$ cat src/rtl/cam_capture_ctrl.sv
// Frame capture sequencer: aligns to frame start and writes visible pixels to linear addresses.
// Define CAM_CAPTURE_SKID_EN to add a one-entry skid buffer behind the write port.
module cam_capture_ctrl #(
    parameter int unsigned WIDTH  = 320,
    parameter int unsigned HEIGHT = 258,
    parameter int unsigned ADDR_W = 17,
    parameter int unsigned PIX_W  = 12
) (
    input  logic              clk,
    input  logic              rst_n,
    input  logic [PIX_W-1:0]  vid_pixel,
    input  logic              vid_pixsync,
    input  logic              vid_visible,
    input  logic              vid_vsync,
    input  logic              vid_locked,
    input  logic              cmd_start,
    input  logic              cmd_continuous,
    input  logic              cmd_stop,
    output logic [ADDR_W-1:0] mem_addr,
    output logic [PIX_W-1:0]  mem_data,
    output logic              mem_we,
    input  logic              mem_ready,
    output logic              stat_busy,
    output logic              stat_done,
    output logic              stat_overflow,
    output logic              stat_frame_err,
    output logic [15:0]       stat_frames
);

    typedef enum logic [2:0] {S_IDLE, S_ARM, S_CAPTURE, S_DRAIN, S_DONE} state_t;

    localparam logic [ADDR_W-1:0] LAST_IDX = ADDR_W'(WIDTH * HEIGHT - 1);

    state_t              state_q, state_d;
    logic                cont_q, vsync_seen_q;
    logic [ADDR_W-1:0]   idx_q, cur_idx;
    logic                pix_in, take_pix, frame_err, wr_accept, port_busy, pend_empty, arm_cmd;
`ifdef CAM_CAPTURE_SKID_EN
    logic                skid_v_q;
    logic [ADDR_W-1:0]   skid_addr_q;
    logic [PIX_W-1:0]    skid_data_q;
`endif

    assign stat_busy = (state_q != S_IDLE);
    assign stat_done = (state_q == S_DONE);

    always_comb begin
        pix_in    = vid_pixsync && vid_visible;
        wr_accept = mem_we && mem_ready;
        port_busy = mem_we && !mem_ready;
        arm_cmd   = (state_q == S_IDLE) && cmd_start && !cmd_stop;
`ifdef CAM_CAPTURE_SKID_EN
        pend_empty = !mem_we && !skid_v_q;
`else
        pend_empty = !mem_we;
`endif
        // Short frame can only occur in CAPTURE: the last pixel moves us to DRAIN.
        frame_err = ((state_q == S_CAPTURE) && (!vid_locked || vid_vsync)) ||
                    ((state_q == S_DRAIN) && !vid_locked);
        take_pix  = 1'b0;
        cur_idx   = idx_q;
        state_d   = state_q;
        case (state_q)
            S_IDLE: begin
                if (arm_cmd) state_d = S_ARM;
            end
            S_ARM: begin
                cur_idx = '0;
                if (cmd_stop || !vid_locked) begin
                    state_d = S_IDLE;
                end else if (vsync_seen_q && pix_in) begin
                    take_pix = 1'b1;
                    state_d  = (LAST_IDX == '0) ? S_DRAIN : S_CAPTURE;
                end
            end
            S_CAPTURE: begin
                if (frame_err) begin
                    state_d = S_IDLE;
                end else if (pix_in) begin
                    take_pix = 1'b1;
                    if (idx_q == LAST_IDX) state_d = S_DRAIN;
                end
            end
            S_DRAIN: begin
                if (frame_err)       state_d = S_IDLE;
                else if (pend_empty) state_d = S_DONE;
            end
            S_DONE: begin
                state_d = (cont_q && !cmd_stop) ? S_ARM : S_IDLE;
            end
            default: state_d = S_IDLE;
        endcase
    end

    always_ff @(posedge clk or negedge rst_n) begin
        if (!rst_n) state_q <= S_IDLE;
        else        state_q <= state_d;
    end

    always_ff @(posedge clk or negedge rst_n) begin
        if (!rst_n) begin
            cont_q         <= 1'b0;
            vsync_seen_q   <= 1'b0;
            idx_q          <= '0;
            mem_we         <= 1'b0;
            mem_addr       <= '0;
            mem_data       <= '0;
            stat_overflow  <= 1'b0;
            stat_frame_err <= 1'b0;
            stat_frames    <= '0;
`ifdef CAM_CAPTURE_SKID_EN
            skid_v_q       <= 1'b0;
            skid_addr_q    <= '0;
            skid_data_q    <= '0;
`endif
        end else begin
            if (arm_cmd) begin
                cont_q         <= cmd_continuous;
                stat_overflow  <= 1'b0;
                stat_frame_err <= 1'b0;
            end else if (cmd_stop && (state_q != S_IDLE)) begin
                cont_q <= 1'b0;
            end

            if (state_q != S_ARM && state_d == S_ARM) vsync_seen_q <= 1'b0;
            else if (state_q == S_ARM && vid_vsync)   vsync_seen_q <= 1'b1;

            // Index advances for dropped pixels too, keeping frame geometry intact.
            if (take_pix) idx_q <= cur_idx + 1'b1;

            if (frame_err)         stat_frame_err <= 1'b1;
            if (state_q == S_DONE) stat_frames    <= stat_frames + 16'd1;

`ifdef CAM_CAPTURE_SKID_EN
            if (frame_err) begin
                mem_we   <= 1'b0;
                skid_v_q <= 1'b0;
            end else if (!port_busy) begin
                if (skid_v_q) begin
                    mem_we   <= 1'b1;
                    mem_addr <= skid_addr_q;
                    mem_data <= skid_data_q;
                    skid_v_q <= take_pix;
                    if (take_pix) begin
                        skid_addr_q <= cur_idx;
                        skid_data_q <= vid_pixel;
                    end
                end else if (take_pix) begin
                    mem_we   <= 1'b1;
                    mem_addr <= cur_idx;
                    mem_data <= vid_pixel;
                end else if (wr_accept) begin
                    mem_we <= 1'b0;
                end
            end else if (take_pix) begin
                if (!skid_v_q) begin
                    skid_v_q    <= 1'b1;
                    skid_addr_q <= cur_idx;
                    skid_data_q <= vid_pixel;
                end else begin
                    stat_overflow <= 1'b1;
                end
            end
`else
            if (frame_err) begin
                mem_we <= 1'b0;
            end else if (take_pix && !port_busy) begin
                mem_we   <= 1'b1;
                mem_addr <= cur_idx;
                mem_data <= vid_pixel;
            end else if (wr_accept) begin
                mem_we <= 1'b0;
            end
            if (take_pix && port_busy) stat_overflow <= 1'b1;
`endif
        end
    end

endmodule

$ cat config.mk
export PLATFORM = sky130hd
export DESIGN_NAME = cam_capture_ctrl
export DESIGN_NICKNAME = d
export VERILOG_FILES = /design/src/rtl/cam_capture_ctrl.sv
export SDC_FILE = /design/constraint.sdc
export NUM_CORES = 1
export LEC_CHECK = 0
export BUFFER_PORTS_ARGS = -buffer_cell sky130_fd_sc_hd__buf_2
export CELL_PAD_IN_SITES_DETAIL_PLACEMENT = 1
export CELL_PAD_IN_SITES_GLOBAL_PLACEMENT = 2
export CORE_UTILIZATION = 31
export CTS_CLUSTER_SIZE = 28
export DETAILED_ROUTE_END_ITERATION = 8
export PLACE_DENSITY_LB_ADDON = 0.15
export SYNTH_ARGS = -nofsm -noshare
export SYNTH_HDL_FRONTEND = slang
export SYNTH_SLANG_ARGS = --single-unit
$ cat constraint.sdc
create_clock -name clk -period 2.5 [get_ports clk]
set_input_delay 0.75 -clock clk [delete_from_list [all_inputs] [get_ports clk]]
set_output_delay 0.75 -clock clk [all_outputs]
set_load 0.005 [all_outputs]
==> impl_results.md <==
- GR Util met3: 3.76%
- Die height: 104 microns
- Avg Cell Area, Syn: 11.1 sq um
- Register area: 1750 sq um
- Pre-CTS setup slack: -0.0172 ns
- Synth Cell Area: 3240 sq um
- Total CTS buffers: 9
- Root Buffer: clkbuf_8
- Actual slew at the worst max-slew pin: 0.521 ns
- Period minus WS final: 2.42 ns
- CTS clk-pin slew, worst paths: 0.08 ns
- Post-CTS Setup Bufs: 0
- Drt wl/cell: 15.2 microns
- Worst reg-to-reg setup slack: 0.08 ns
- Unrepaired setup endpoints after global routing: no
- Clock skew: 0.00829 ns
- Post-synth top flop: dfrtp_1
- Total track usage: 16.3%
- Row count: 36
- Multi-input gate area: 1370 sq um
- Post-synthesis sequential area ratio: 54.1%
- Util after Layout: 41.3%
- Part of the power in registers: 46.8%
- Final worst-path cycle share: 96.6%
- M2 GR Usage: 25.1%
- Slew HR: 64.4%
- Drt initial violations: 49
- Critical-path cell list: or3b_4 > or4b_4 > a221oi_4 > buf_4 > mux2_2
- Clock power frac: 39.4%
- Crit path DAT: 2.66 ns
- Sw Pwr: 0.755 mW
- GP Congestion: 0.786
- Setup violations, final: 0
- Gr ovfl total: 0
- Max Slew Vio Count: 0
- Crit path launch: state_q[2]$_DFF_PN0_
- F_max: 414 MHz
- Top post-synthesis cells by area: dfrtp_1 54%, mux2_2 5.9%, mux2i_1 5.3%
- Fin cells: 519
- Required @ worst endpoint: 2.74 ns
- Internal cell power: 2.15 mW
- Antenna cell count: 0
- Die width: 104 microns
- CTS tree: built
- Switching share of total power: 26.0%
- DIE AREA: 10900 sq um
- Leakage: 1.98 nW
- Layout cells sized above 1: 32.6%
- Area Growth Syn to Fin: 26.8%
- Startpoint Class: flop
- DRC viols: 0
- Syn Nets: 316
- Vias per cell: 4.80
- Worst hold path type: in -> async
- Max stage delay on crit path: 0.56 ns
- FFs w/ async S/R, synth: 100%
- Count leader, synth: dfrtp_1
- Vias in the first global route: 2698
- Largest fanout on the critical path: 10
- Synth area leader: dfrtp_1
- Number of enable flip-flop cells after synthesis: 0
- Worst r2r src: state_q[2]$_DFF_PN0_
- Pre-antenna DRT Iters: 4
- CTS resizes: 0
- Largest net degree at the start of global routing: 37
- Syn Inst Count: 292
- Family with the most delay on the worst path: simple AND/OR/NAND/NOR gates
- GRT Max-Usage Layer: met2
- Met1 Resource Use GR: 22.5%
- Status: complete, no violations
- Starting Density: 32.5%
- Post-route cell area: 4110 sq um
- Layout Nets: 405
- Register bit total from synthesis: 70
- Combinational fraction of design power: 13.8%
- Worst skew pair latency: 0.35 ns
- Clk sinks: 70
- Hpwl dp: 5560 microns
- # IOs: 72
- Netlist cell types: 40
- Max Buffers Root-to-Sink: 2
- CP Buf/Inv Count: 1
- Hold_buf cts: 0
- Inst Count DP: 503
- Via count: 2493
- Core Footprint: 9950 sq um
- ANT nets after route: 0
- Crit-path slowest cell: or4b_4
- Placed Area: 3860 sq um
- Drt total wl: 7890 microns
- Synth top cells by count: 70 x dfrtp_1, 43 x nand2_1, 19 x xnor2_1
- Input/output buffers: 71
- Number of warning messages in the yosys log: 0
- First-pass GRT wire length: 14000 microns
- Max_cap viols: 0
- Yosys top cell area share: 54.1%
- Final hold vios: 0
- Initial antenna violation count: 0
- Filler cell count: 1124
- Max rail drop VDD: 0.274 mV
- Tot Pwr: 2.90 mW
- H-tree Lvls: 3
- Post-route setup slack: 0.0846 ns
- Crit end category: flop
- Pwr Density: 707 nW/um^2
- WS Path Type: reg -> reg
-- through the flow --
stage,hold WS (ns),TNS [ns]
after floorplan,0.454,0
after global placement,0.455,0
after detailed placement,0.457,-0.0909
after CTS,0.439,0
after global routing,0.466,0
final,0.438,0
-- power by group through the flow --
| stage | Combinational [mW] | Clock, mW | Sequential (mW) |
|---|---|---|---|
| 2_1_floorplan | 0.169 | 0 | 1.39 |
| 3_3_place_gp | 0.402 | 0 | 1.38 |
| 3_5_place_dp | 0.411 | 0 | 1.39 |
| 4_1_cts | 0.412 | 1.18 | 1.36 |
| 5_1_grt | 0.457 | 1.22 | 1.38 |
| 6_report | 0.400 | 1.14 | 1.36 |
-- cells by family (layout without fill, tap and decap cells) --
kind of cell | after synthesis | in the layout | share of synthesized area, %
adder cells (fa/ha/maj) | 2 | 2 | 0.773
AO/OA/AOI/OAI | 22 | 22 | 4.71
flip-flops | 70 | 70 | 54.1
multiplexers | 34 | 34 | 11.2
buffers and inverters | 30 | 124 | 4.10
XOR/XNOR | 28 | 28 | 7.57
AND/OR/NAND/NOR | 106 | 106 | 17.6
-- state kept, by name, summed over array words and instances, names as in the netlist --
signal          cells
mem_data           12
state_q             3
cont_q              1
stat_frames        16
mem_addr           17
stat_frame_err      1
idx_q              17
vsync_seen_q        1
stat_overflow       1
mem_we              1
-- path summary, 6_finish.rpt --
check	to	depth (start not counted)
max in group asynchronous	state_q[1]$_DFF_PN0_	2
min in group clk	stat_frames[15]$_DFFE_PN0P_	1
worst max-delay path	mem_data[3]$_DFFE_PN0P_	5
worst min-delay path	mem_data[10]$_DFFE_PN0P_	2
worst max register to register	mem_data[3]$_DFFE_PN0P_	5
worst min register to register	stat_frames[15]$_DFFE_PN0P_	1
-- placed cells by master, fill, tap and decap left out, drive strengths merged, types with 3 or more instances in the layout --
cell and instances:
o21ai 6, clkbuf 9, nor2 4, buf 90, nor3 4, nand2b 4
dfrtp 70, nand3 9, xor2 9, nand4 9, mux2 17, bufinv 3
a21oi 4, nor2b 3, nor4 4, mux2i 17, nor3b 3, and2 4
and3 6, xnor2 19, inv 19, and4 6, nand2 43, clkinv 3
-- per-layer routing --
metal  vias up  share of wire, %
met1      1244                49
met3         8               3.6
met5         -                 0
met2        47                46
met4         0               1.2
li1       1194                 -
-- layout make-up --
cell class	count	share of cell area, %
clock buffer	9	3.02
clock inverter	7	2.96
inverter	18	1.65
multi-input combinational	192	33.2
sequential	70	42.7
tap	133	4.05
timing repair buffer	90	12.4
-- worst reg2reg max path, delay by kind of cell (launching register included) --
family                 cells  cell delay [ns]
AND/OR/NAND/NOR            2             1.01
flip-flops                 1             0.39
multiplexers               1             0.36
AO/OA/AOI/OAI              1             0.31
buffers and inverters      1             0.25
No activity file was read; power rests on OpenSTA's default activity.
